`config.mk`:
```
export PLATFORM = sky130hd
export DESIGN_NAME = branch_predictor_flat
export DESIGN_NICKNAME = d
export VERILOG_FILES = /design/src/rtl/branch_predictor_if.sv /design/src/rtl/branch_predictor.sv /design/src/flat_wrapper.sv
export SDC_FILE = /design/constraint.sdc
export NUM_CORES = 1
export LEC_CHECK = 0
export BUFFER_PORTS_ARGS = -buffer_cell sky130_fd_sc_hd__buf_2
export CORE_MARGIN = 2
export CORE_UTILIZATION = 55
export CTS_CLUSTER_SIZE = 25
export DETAILED_ROUTE_END_ITERATION = 7
export PLACE_DENSITY = 0.74
export RECOVER_POWER = 100
export SYNTH_ARGS = -nofsm -noshare
export SYNTH_HDL_FRONTEND = slang
export SYNTH_SLANG_ARGS = --single-unit
```
`constraint.sdc`:
```
create_clock -name clk -period 3.05 [get_ports clk]
set_input_delay 0.1525 -clock clk [delete_from_list [all_inputs] [get_ports clk]]
set_output_delay 0.1525 -clock clk [all_outputs]
set_load 0.02 [all_outputs]
```
`src/rtl/branch_predictor_if.sv`:
```
// Fetch/execute-side bundle for the bimodal branch predictor.
// The fetch/execute side uses the master modport and the predictor uses the slave modport.
interface branch_predictor_if #(
  parameter int unsigned ENTRIES = 64,
  parameter int unsigned CNT_W   = 32
);
  localparam int unsigned IDX_W = $clog2(ENTRIES);

  logic              lookupValid;
  logic [31:0]       lookupPc;
  logic              lookupReady;
  logic              predValid;
  logic              predTaken;
  logic [IDX_W-1:0]  predIdx;
  logic              updValid;
  logic [IDX_W-1:0]  updIdx;
  logic              updTaken;
  logic              updPredTaken;
  logic              flush;
  logic              flushBusy;
  logic [CNT_W-1:0]  mispredCount;

  modport master (
    output lookupValid, lookupPc, updValid, updIdx, updTaken, updPredTaken, flush,
    input  lookupReady, predValid, predTaken, predIdx, flushBusy, mispredCount
  );

  modport slave (
    input  lookupValid, lookupPc, updValid, updIdx, updTaken, updPredTaken, flush,
    output lookupReady, predValid, predTaken, predIdx, flushBusy, mispredCount
  );
endinterface

```
`src/rtl/branch_predictor.sv`:
```
// Bimodal 2-bit-counter branch predictor with misprediction counter and sweep flush.
// Optional GSHARE_EN macro XORs a global history register into the lookup index.
module branch_predictor #(
  parameter int unsigned ENTRIES = 64,
  parameter int unsigned CNT_W   = 32
) (
  input  logic               clk,
  input  logic               rst_n,
  branch_predictor_if.slave  bus
);
  localparam int unsigned    IDX_W    = $clog2(ENTRIES);
  localparam logic [IDX_W-1:0] LAST_IDX = IDX_W'(ENTRIES - 1);
  localparam logic [1:0]     CNT_INIT = 2'b01;
  localparam logic [0:0]     ST_IDLE  = 1'b0;
  localparam logic [0:0]     ST_SWEEP = 1'b1;

  logic [0:0]       state, state_nx;
  logic [IDX_W-1:0] ptr, ptr_nx;
  logic [1:0]       cnt_tbl [ENTRIES];

  logic [IDX_W-1:0] lk_idx;
  logic             accept;
  logic             upd_en;
  logic [1:0]       upd_old;
  logic [1:0]       upd_new;
  logic             pred_taken_c;

  logic             pred_valid_q;
  logic             pred_taken_q;
  logic [IDX_W-1:0] pred_idx_q;
  logic             busy_q;
  logic             ready_q;
  logic [CNT_W-1:0] mis_q;

  logic             unused_pc_bits;
  assign unused_pc_bits = ^{bus.lookupPc[31:IDX_W+2], bus.lookupPc[1:0]};

`ifdef GSHARE_EN
  logic [IDX_W-1:0] ghr;

  assign lk_idx = bus.lookupPc[IDX_W+1:2] ^ ghr;

  // History shifts on every trained branch; cleared when a sweep completes
  always_ff @(posedge clk or negedge rst_n) begin
    if (!rst_n) begin
      ghr <= '0;
    end else if (state == ST_SWEEP && ptr == LAST_IDX) begin
      ghr <= '0;
    end else if (upd_en) begin
      ghr <= {ghr[IDX_W-2:0], bus.updTaken};
    end
  end
`else
  assign lk_idx = bus.lookupPc[IDX_W+1:2];
`endif

  assign accept = bus.lookupValid && ready_q;
  assign upd_en = bus.updValid && (state == ST_IDLE);
  assign upd_old = cnt_tbl[bus.updIdx];

  // Saturating counter step
  always_comb begin
    upd_new = upd_old;
    if (bus.updTaken) begin
      if (upd_old != 2'b11) upd_new = upd_old + 2'd1;
    end else begin
      if (upd_old != 2'b00) upd_new = upd_old - 2'd1;
    end
  end

  // Same-cycle update to the looked-up entry is forwarded into the prediction
  always_comb begin
    pred_taken_c = cnt_tbl[lk_idx][1];
    if (upd_en && (bus.updIdx == lk_idx)) pred_taken_c = upd_new[1];
  end

  always_comb begin
    state_nx = state;
    ptr_nx   = ptr;
    case (state)
      ST_IDLE: begin
        if (bus.flush) begin
          state_nx = ST_SWEEP;
          ptr_nx   = '0;
        end
      end
      ST_SWEEP: begin
        ptr_nx = ptr + IDX_W'(1);
        if (ptr == LAST_IDX) begin
          state_nx = ST_IDLE;
          ptr_nx   = '0;
        end
      end
      default: begin
        state_nx = ST_IDLE;
        ptr_nx   = '0;
      end
    endcase
  end

  always_ff @(posedge clk or negedge rst_n) begin
    if (!rst_n) begin
      state   <= ST_IDLE;
      ptr     <= '0;
      busy_q  <= 1'b0;
      ready_q <= 1'b1;
    end else begin
      state   <= state_nx;
      ptr     <= ptr_nx;
      busy_q  <= (state_nx == ST_SWEEP);
      ready_q <= (state_nx == ST_IDLE);
    end
  end

  always_ff @(posedge clk or negedge rst_n) begin
    if (!rst_n) begin
      for (int unsigned i = 0; i < ENTRIES; i++) cnt_tbl[i] <= CNT_INIT;
    end else if (state == ST_SWEEP) begin
      cnt_tbl[ptr] <= CNT_INIT;
    end else if (upd_en) begin
      cnt_tbl[bus.updIdx] <= upd_new;
    end
  end

  always_ff @(posedge clk or negedge rst_n) begin
    if (!rst_n) begin
      pred_valid_q <= 1'b0;
      pred_taken_q <= 1'b0;
      pred_idx_q   <= '0;
    end else begin
      pred_valid_q <= accept;
      if (accept) begin
        pred_taken_q <= pred_taken_c;
        pred_idx_q   <= lk_idx;
      end
    end
  end

  // Misprediction count saturates rather than wrapping; flush leaves it alone
  always_ff @(posedge clk or negedge rst_n) begin
    if (!rst_n) begin
      mis_q <= '0;
    end else if (upd_en && (bus.updTaken != bus.updPredTaken) && (mis_q != '1)) begin
      mis_q <= mis_q + CNT_W'(1);
    end
  end

  assign bus.lookupReady  = ready_q;
  assign bus.predValid    = pred_valid_q;
  assign bus.predTaken    = pred_taken_q;
  assign bus.predIdx      = pred_idx_q;
  assign bus.flushBusy    = busy_q;
  assign bus.mispredCount = mis_q;
endmodule

```
`src/flat_wrapper.sv`:
```
// flat-port wrapper written by rule: the top's interface ports become plain ports
module branch_predictor_flat 
#(
  parameter int unsigned ENTRIES = 64,
  parameter int unsigned CNT_W   = 32
)
  (clk, rst_n, bus_lookupValid, bus_lookupPc, bus_updValid, bus_updIdx, bus_updTaken, bus_updPredTaken, bus_flush, bus_lookupReady, bus_predValid, bus_predTaken, bus_predIdx, bus_flushBusy, bus_mispredCount);
  branch_predictor_if #(.ENTRIES(ENTRIES), .CNT_W(CNT_W)) bus_i ();
  input  logic clk;
  input  logic rst_n;
  input wire logic [$bits(bus_i.lookupValid)-1:0] bus_lookupValid;
  input wire logic [$bits(bus_i.lookupPc)-1:0] bus_lookupPc;
  input wire logic [$bits(bus_i.updValid)-1:0] bus_updValid;
  input wire logic [$bits(bus_i.updIdx)-1:0] bus_updIdx;
  input wire logic [$bits(bus_i.updTaken)-1:0] bus_updTaken;
  input wire logic [$bits(bus_i.updPredTaken)-1:0] bus_updPredTaken;
  input wire logic [$bits(bus_i.flush)-1:0] bus_flush;
  output wire logic [$bits(bus_i.lookupReady)-1:0] bus_lookupReady;
  output wire logic [$bits(bus_i.predValid)-1:0] bus_predValid;
  output wire logic [$bits(bus_i.predTaken)-1:0] bus_predTaken;
  output wire logic [$bits(bus_i.predIdx)-1:0] bus_predIdx;
  output wire logic [$bits(bus_i.flushBusy)-1:0] bus_flushBusy;
  output wire logic [$bits(bus_i.mispredCount)-1:0] bus_mispredCount;
  assign bus_i.lookupValid = bus_lookupValid;
  assign bus_i.lookupPc = bus_lookupPc;
  assign bus_i.updValid = bus_updValid;
  assign bus_i.updIdx = bus_updIdx;
  assign bus_i.updTaken = bus_updTaken;
  assign bus_i.updPredTaken = bus_updPredTaken;
  assign bus_i.flush = bus_flush;
  assign bus_lookupReady = bus_i.lookupReady;
  assign bus_predValid = bus_i.predValid;
  assign bus_predTaken = bus_i.predTaken;
  assign bus_predIdx = bus_i.predIdx;
  assign bus_flushBusy = bus_i.flushBusy;
  assign bus_mispredCount = bus_i.mispredCount;
  branch_predictor #(.ENTRIES(ENTRIES), .CNT_W(CNT_W)) u_core (.clk(clk), .rst_n(rst_n), .bus(bus_i));
endmodule
```
-- Word level (Yosys, flattened, before mapping)
Cells that the tools add are included.
Widths: inputs -> output; s select.
- bits of input ports: 45
- output and inout port bits: 42
- flip-flop bits (word level): 176
- word-level logic and storage cells: 126
- multiplexer cells: 23
- bitwise gates (word level): 8
- add/subtract/negate cells: 4
- eq/ne operators: 6
- reduce and logical (&&, ||, !) cells: 9
- magnitude comparators: 5
- operators by type and width (kind ; count):
    $mux 128 ; 2
    $bwmux 128 ; 1
    $and 64x64->64 ; 1
    $not 64->64 ; 1
    $or 64x64->64 ; 1
    $add 32x1->32 const B ; 1
    $ne 32x32->1 const B ; 1
    $bmux 2 s6 ; 2
    $demux 2 s6 ; 2
    $ge 7x7->1 const B ; 3
    $not 6->7 ; 3
    $mux 2 ; 9
    $lt 7x1->1 const B ; 2
    $mux 6 ; 2
    $pmux 6 s2 ; 1
    $logic_and 1x1->1 ; 7
    $add 6x1->6 const B ; 1
    $eq 6x6->1 ; 1
    $eq 6x6->1 const B ; 1
    $ne 2x2->1 const B ; 2
    $reduce_bool 2->1 ; 2
    $mux 1 ; 3
    $add 2x1->2 const B ; 1
    $not 1->1 ; 2
    3 further kinds ; 3

-- Depth between registers and ports, before layout
Gate-level depths: netlist (run 1).
- word-level depth: 10
- depth in mapped cells: 13
- mapped depth without buffers: 9

-- Worst setup path before layout (run 1)
OpenSTA, ideal clock, no wires.
- path kind: register to register
- start: register u_core.mis_q[20] (netlist: u_core.bus.mispredCount[20])
- end: register u_core.mis_q[29] (netlist: u_core.bus.mispredCount[29])
- setup time: 0.129 ns
- clock period less this slack: 2.648 ns
- data arrival time: 2.519 ns
- buffers on the path: 0
- required time: 2.921 ns
- path slack: 0.402 ns
- cell stages (with the launch flop): 9
- path through: dfrtp_1 and4_1 and3_1 and4_1 a21oi_1 nand4_1 nor4_2 nand4_1 xnor2_1
- cells in the longest elaborated chain, start to end: 2
- elaborated cells on any way between the ends: 3
- those cells by class: add/sub: 1; eq/ne: 1; reduce/logical: 1
- ends and longest elaborated chain (what ; RTL line ; text):
    start: declaration ; branch_predictor.sv:33 ; logic [CNT_W-1:0] mis_q;
    start signal: assignment ; branch_predictor.sv:144 ; mis_q <= mis_q + CNT_W'(1);
    branches (longest 2 deep; another with $add 32x1->32) ; -- ;
Parallel ways; which one is timed is not known.
A chain may end at the register's enable or synchronous reset.

-- Worst setup path after layout (run 1)
- start: register u_core.cnt_tbl[112] (netlist name)
- end: register u_core.cnt_tbl[126] (netlist name)
- cells in the longest elaborated chain, start to end: 9
- elaborated cells on any way between the ends: 13
- those cells by class: add/sub: 2; eq/ne: 1; mux: 9; reduce/logical: 1
- ends and longest elaborated chain (what ; RTL line ; text):
    start: declaration ; branch_predictor.sv:19 ; logic [1:0] cnt_tbl [ENTRIES];
    start signal: indexed assignment ; branch_predictor.sv:121 ; cnt_tbl[bus.updIdx] <= upd_new;
    $bmux 2 s6 (*) ; branch_predictor.sv:59 ; assign upd_old = cnt_tbl[bus.updIdx];
    $mux 2 (implied by the code) (*) (2 in series) ; branch_predictor.sv:59 ;
    $sub 2x1->2 (tied with other cells) ; branch_predictor.sv:67 ; if (upd_old != 2'b00) upd_new = upd_old - 2'd1;
    $mux 2 (on tied branches) ; branch_predictor.sv:67, branch_predictor.sv:65 ;
    $mux 2 (*) ; branch_predictor.sv:64 ; if (bus.updTaken) begin
    $bwmux 128 (*) ; branch_predictor.sv:121 ;
    $mux 128 (*) ; branch_predictor.sv:120 ; end else if (upd_en) begin
    $mux 128 (*) ; branch_predictor.sv:118 ; end else if (state == ST_SWEEP) begin
Mark *: on every way between the ends. The rest lies on a longest branch, timed or not. The select of a mux whose other input is x is not followed.

==> results of run 1 <==
repair_timing:
item / 4_1_cts / 5_1_grt
hold endpoints to repair: 50 / 0
setup endpoints to repair: 0 / 36
setup buffers: 0 / 2
gates resized for setup: 0 / 1
hold buffers: 2 / 0
cells in the mapped netlist, types with 5 or more instances:
library cell | number | area, sq um
a21oi_2 | 5 | 43.79
a211o_1 | 5 | 43.79
inv_1 | 16 | 60.06
and3_1 | 18 | 112.6
buf_1 | 6 | 22.52
mux2_2 | 13 | 146.4
nand2b_1 | 8 | 50.05
xnor2_1 | 25 | 219.0
dfstp_2 | 65 | 1708
o21ai_0 | 86 | 430.4
nor3b_1 | 7 | 52.55
mux2i_1 | 74 | 740.7
nand4_1 | 8 | 50.05
a211oi_1 | 17 | 127.6
o22ai_1 | 17 | 106.4
a31oi_1 | 7 | 43.79
o21ai_1 | 9 | 45.04
a21oi_1 | 57 | 285.3
nor3_1 | 12 | 60.06
and2_1 | 5 | 31.28
nand2_1 | 165 | 619.3
buf_2 | 15 | 75.07
a21oi_4 | 9 | 146.4
or3_1 | 7 | 43.79
dfrtp_1 | 111 | 2778
buf_6 | 8 | 90.09
mux4_2 | 25 | 563.0
xor2_1 | 13 | 113.9
nor2_1 | 57 | 214.0
nor2b_1 | 7 | 43.79
clkbuf_1 | 44 | 165.2
a221oi_1 | 6 | 52.55
nand3_1 | 78 | 390.4
metrics by stage:
step	TNS, ns	power [mW]	util	cells	area, sq um
after floorplan	0	3.801	-	1067	10230
after global placement	-6.562	4.439	0.6155	1358	11130
after detailed placement	-4.544	4.479	0.6155	1358	11130
after CTS	0	6.709	0.6490	1392	11740
after global routing	0	6.935	0.6396	1394	11570
final	0	6.691	0.6396	1394	11570
worst max path at each step:
stage | slack (ns) | endpoint | cells after the start | start
2_1_floorplan | 0.40 | u_core.bus.mispredCount[29] | 8 | u_core.bus.mispredCount[20]
3_3_place_gp | -0.14 | u_core.cnt_tbl[93] | 11 | bus_updIdx[1]
3_5_place_dp | -0.17 | u_core.cnt_tbl[93] | 11 | bus_updIdx[1]
4_1_cts | 0.05 | u_core.cnt_tbl[126] | 9 | u_core.cnt_tbl[112]
5_1_grt | 0.01 | u_core.cnt_tbl[126] | 9 | u_core.cnt_tbl[112]
6_report | 0.07 | u_core.cnt_tbl[126] | 9 | u_core.cnt_tbl[112]
area by class of cell:
class,count,area (sq um)
flip-flops and latches,176,4486
fillers,1480,6519
clock buffers,18,429.2
inverters,17,63.81
well taps,229,286.5
clock inverters,14,157.7
repair buffers,144,935.9
multi-input cells,796,5209
power breakdown:
group | total (mW) | switching, mW | internal [mW]
Combinational | 1.60 | 1.07 | 0.530
Clock | 2.24 | 1.06 | 1.17
Sequential | 2.86 | 0.243 | 2.62
Total | 6.69 | 2.37 | 4.32
registers in the layout, summed over array words and instances (netlist names):
signal                   flops
u_core.ptr                   6
u_core.bus.predIdx           6
u_core.bus.predTaken         1
u_core.bus.predValid         1
u_core.bus.mispredCount     32
u_core.bus.lookupReady       1
u_core.state                 1
u_core.cnt_tbl             128
critical path, cell delays in order, from the launching register on:
cell      delay [ns]
dfstp_1         0.38
mux4_2          0.49
or3_1           0.33
o311ai_1        0.14
o22ai_1         0.15
or4_1           0.54
maj3_2          0.38
buf_12          0.18
buf_12          0.14
mux2i_1         0.17
routing by layer:
metal  GRT usage  routed length, um
met1      0.4542              13120
met2      0.5000              14290
met3     0.06427               2877
met4      0.1302               1035
met5           0                  0
kinds of logic (layout without fill, tap and decap cells):
| kind of cell | Yosys count | in the layout | synth area share |
|---|---|---|---|
| XOR/XNOR | 38 | 38 | 0.03254 |
| flip-flops | 176 | 176 | 0.4385 |
| adder cells (fa/ha/maj) | 4 | 4 | 0.004648 |
| buffers and inverters | 95 | 193 | 0.04514 |
| AO/OA/AOI/OAI | 248 | 248 | 0.1558 |
| AND/OR/NAND/NOR | 393 | 393 | 0.1801 |
| multiplexers | 113 | 113 | 0.1432 |
==> impl_metrics.csv, run 1 <==
group,metric,value,unit
yosys,synth_area,0.01023,sq mm
worst_setup_path,startpoint_type,"flip-flop",
yosys,synth_warnings,0,
die,io_pins,87,
worst_setup_path,critical_path.max_fanout,17,
die,core,0.01809,sq mm
sta,finalSetupViolations,0,
worst_setup_path,r2r_end,"u_core.cnt_tbl[126]",
sta,worst_pin_slew,2.197,ns
routing,first_iter_violations,1015,
yosys,synth_ff_type,"dfrtp_1",
die,die_area,0.01970,sq mm
clocking,numClockSinks,176,
routing,drtPass1Iterations,6,
clocking,clockBufferDepth,2,
layout,fin_nets,1199,
placed_design,dp_slack,-0.1706,ns
sta,rsz0062_at_grt,"no",
placed_design,dp_hpwl,21710,um
layout,synthToLayoutAreaGrowth,13.09,%
worst_setup_path,required,3.41,ns
sta,period_share,0.9774,
clocking,clock_latency,0.45,ns
yosys,syn_avg_cell_area,9.586,sq um
die,fp-row-count,49,
yosys,synth_nets,1114,
worst_setup_path,r2r_slack,0.07,ns
routing,wire_per_inst,22.47,um
clocking,cts-root-buf,"clkbuf_16",
grt,grt_pass1_wl,49340,um
clocking,cts.clk_slew.worst_paths,0.08,ns
layout,antennaDiodeCount,0,
grt,grt_max_degree,85,
sta,layout_setup_ws,0.06899,ns
worst_setup_path,cp-end-kind,"flip-flop",
clocking,htree_levels,4,
routing,viasPerCell,6.523,
clocking,cts_buffers,17,
layout,drive_above_1_share,0.2103,
yosys,ys_async_sr_fraction,1.000,
worst_setup_path,r2r_cells,9,
sta,post-route-min-period,2.981,ns
status,violations,"capacitance limit, slew limit",
routing,drtAntennaViolNets,0,
sta,whs,0.01443,ns
min_path,min_path_type,"input pin to flip-flop",
die,die_width,140.4,um
min_path,hold_path_end,"u_core.bus.predIdx[4]",
flow_run,maxCapViolations,1,
sta,clock_skew,0.01498,ns
clocking,cts_tree,"yes",
min_path,hold_start,"bus_lookupPc[6]",
worst_setup_path,worst_ep_arrival_time,3.34,ns
routing,drc,0,
placed_design,gp_congestion,0.9544,
worst_setup_path,path_class,"flip-flop to flip-flop",
grt,antenna_found_initial,0,
yosys,ys_seq_area_frac,0.4385,
sta,clock.fmax,335.5,MHz
layout,final_cell_mix,"nand2_1, dfrtp_1, o21ai_0",
yosys,netlist_instances,1067,
grt,grtUsageTotal,0.3245,
yosys,netlist-cell-type-count,69,
yosys,synth_edf_count,0,
yosys,ys_ff_latch,176,
sta,relSlewSlack,-0.4644,
pwr,p_leak,4.915,nW
pwr,power_density,578.4,mW/mm^2
layout,final_common_cell,"nand2_1",
grt,first_global_vias,8757,
worst_setup_path,worst_r2r_startpoint,"u_core.cnt_tbl[112]",
sta,hold_violations,0,
routing,vias,9093,
pwr,ir_drop,0.4568,mV
die,die_y,140.4,um
min_path,hold_depth,2,
placed_design,port_buffers,60,
routing,wirelength,31330,um
status,status,"finished, violations left",
grt,grt_overflow,0,
sta,slew_violations,84,
die,initial_core_util,0.5655,
No activity file was read; power rests on OpenSTA's default activity.
==> run 2: changes to the inputs <==
CORE_MARGIN = 8   (was 2)
PLACE_DENSITY = 0.79   (was 0.74)
==> run 2 against run 1 <==
The run still ends with capacitance limit, slew limit left. Core utilization fell by 1.3 points. Die area rose by 18%. Fmax fell by 0.90%. Clock power fell by 5%. Sequential power barely moved. Worst hold slack improved by 0.0065 ns. First-iteration DRC count rose by 9.4%. Critical endpoint is now u_core.bus.predTaken.
==> impl_metrics.csv, run 2 (synthesis results as in run 1) <==
group,metric,value,unit
worst_setup_path,cp-end-kind,"flip-flop",
clocking,cts-root-buf,"clkbuf_16",
grt,grtUsageTotal,0.2708,
routing,first_iter_violations,1110,
sta,slew_violations,86,
clocking,cts_resized,0,
clocking,clock_latency,0.45,ns
worst_setup_path,required,3.38,ns
routing,viasPerCell,6.720,
pwr,finalPower,6.613,mW
layout,final_common_cell,"nand2_1",
layout,final_cells,1387,
die,die_area,0.02322,sq mm
clocking,cts_hold_buf,3,
sta,worst_pin_slew,2.154,ns
min_path,min_path_type,"input pin to flip-flop",
layout,synthToLayoutAreaGrowth,12.98,%
worst_setup_path,path_class,"flip-flop to flip-flop",
placed_design,dp_cells,1352,
pwr,power_density,572.3,mW/mm^2
pwr,ir_drop,0.4120,mV
grt,grt_pass1_wl,50000,um
layout,drive_above_1_share,0.2099,
routing,wire_per_inst,22.68,um
grt,grt_overflow,0,
clocking,cts_buffers,17,
worst_setup_path,worst_ep_arrival_time,3.33,ns
grt,first_global_vias,9308,
die,die_y,152.4,um
die,die_width,152.4,um
placed_design,port_buffers,60,
sta,finalSetupViolations,0,
die,initial_core_util,0.5542,
layout,final_cell_mix,"nand2_1, dfrtp_1, o21ai_0",
sta,clock.fmax,332.4,MHz
status,violations,"capacitance limit, slew limit",
pwr,p_leak,4.864,nW
placed_design,gp_congestion,0.9908,
routing,wirelength,31460,um
layout,largest_reg_flops,128,
grt,antenna_found_initial,0,
flow_run,maxCapViolations,1,
routing,vias,9320,
sta,hold_violations,0,
sta,clock_skew,0.01472,ns
clocking,cts.clk_slew.worst_paths,0.07,ns
placed_design,dp_hpwl,21700,um
die,core,0.01846,sq mm
die,fp-row-count,50,
sta,relSlewSlack,-0.4358,
routing,drc,0,
worst_setup_path,startpoint_type,"flip-flop",
clocking,clockBufferDepth,2,
worst_setup_path,critical_path.max_fanout,33,
sta,rsz0062_at_grt,"no",
layout,fin_nets,1187,
clocking,cts_tree,"yes",
routing,drtPass1Iterations,5,
clocking,cts_setup_buffers,0,
layout,top_register,"u_core.cnt_tbl",
sta,post-route-min-period,3.008,ns
layout,antennaDiodeCount,0,
die,io_pins,87,
status,status,"finished, violations left",
routing,drtAntennaViolNets,0,
grt,grt_max_degree,87,
sta,period_share,0.9862,
clocking,numClockSinks,176,
clocking,htree_levels,4,
-- run 2: worst paths after layout --
| kind | from | to | slack (ns) | depth (start not counted) |
|---|---|---|---|---|
| min in group asynchronous | rst_n | u_core.cnt_tbl[121] | 0.86 | 2 |
| worst min-delay path | bus_lookupPc[7] | u_core.bus.predIdx[5] | 0.02 | 2 |
| max in group asynchronous | rst_n | u_core.ptr[0] | 0.50 | 3 |
| worst max-delay path | u_core.cnt_tbl[112] | u_core.bus.predTaken | 0.04 | 9 |
| worst max register to register | u_core.cnt_tbl[112] | u_core.bus.predTaken | 0.04 | 9 |
| worst min register to register | u_core.bus.mispredCount[31] | u_core.bus.mispredCount[31] | 0.49 | 1 |
-- run 2: area by class of cell --
| type | instances | area, sq um |
|---|---|---|
| Sequential cell | 176 | 4486 |
| Tap cell | 234 | 292.8 |
| Multi-Input combinational cell | 796 | 5283 |
| Timing Repair Buffer | 132 | 868.3 |
| Clock buffer | 18 | 439.2 |
| Fill cell | 1482 | 6899 |
| Inverter | 17 | 63.81 |
| Clock inverter | 14 | 123.9 |
-- run 2: critical path: stages (launching register included) --
cell	delay, ns
dfstp_1	0.39
mux4_2	0.48
or3_1	0.33
o311ai_0	0.14
o22ai_1	0.15
nor4_1	0.34
maj3_2	0.37
buf_4	0.36
mux2_2	0.24
a21oi_1	0.06
-- run 2: per-layer routing --
layer | vias to the layer above | wire, um | GRT usage | part of all wire
met5 | - | 0 | 0 | 0
met4 | 0 | 1653 | 0.1575 | 0.053
met3 | 133 | 3665 | 0.08650 | 0.12
met2 | 679 | 14040 | 0.4084 | 0.45
met1 | 4498 | 12100 | 0.3375 | 0.38
li1 | 4010 | - | - | -
-- run 2: power breakdown --
| group | switching, mW | internal [mW] | total, mW |
|---|---|---|---|
| clock network | 1.04 | 1.09 | 2.13 |
| registers | 0.254 | 2.62 | 2.87 |
| logic | 1.08 | 0.536 | 1.61 |
| total | 2.37 | 4.25 | 6.61 |
-- run 2: through the flow --
stage          setup TNS, ns  worst slack [ns]  utilization  instance area, sq um  hold slack [ns]
2_1_floorplan              0            0.4021            -                 10230          -0.1431
3_3_place_gp         -0.4194          -0.07934       0.6004                 11080           0.2523
3_5_place_dp          -5.302           -0.2058       0.6004                 11080           0.2579
4_1_cts                    0            0.1426       0.6325                 11670          0.01489
5_1_grt                    0           0.03297       0.6262                 11560          0.03247
6_report                   0           0.04199       0.6262                 11560          0.02094
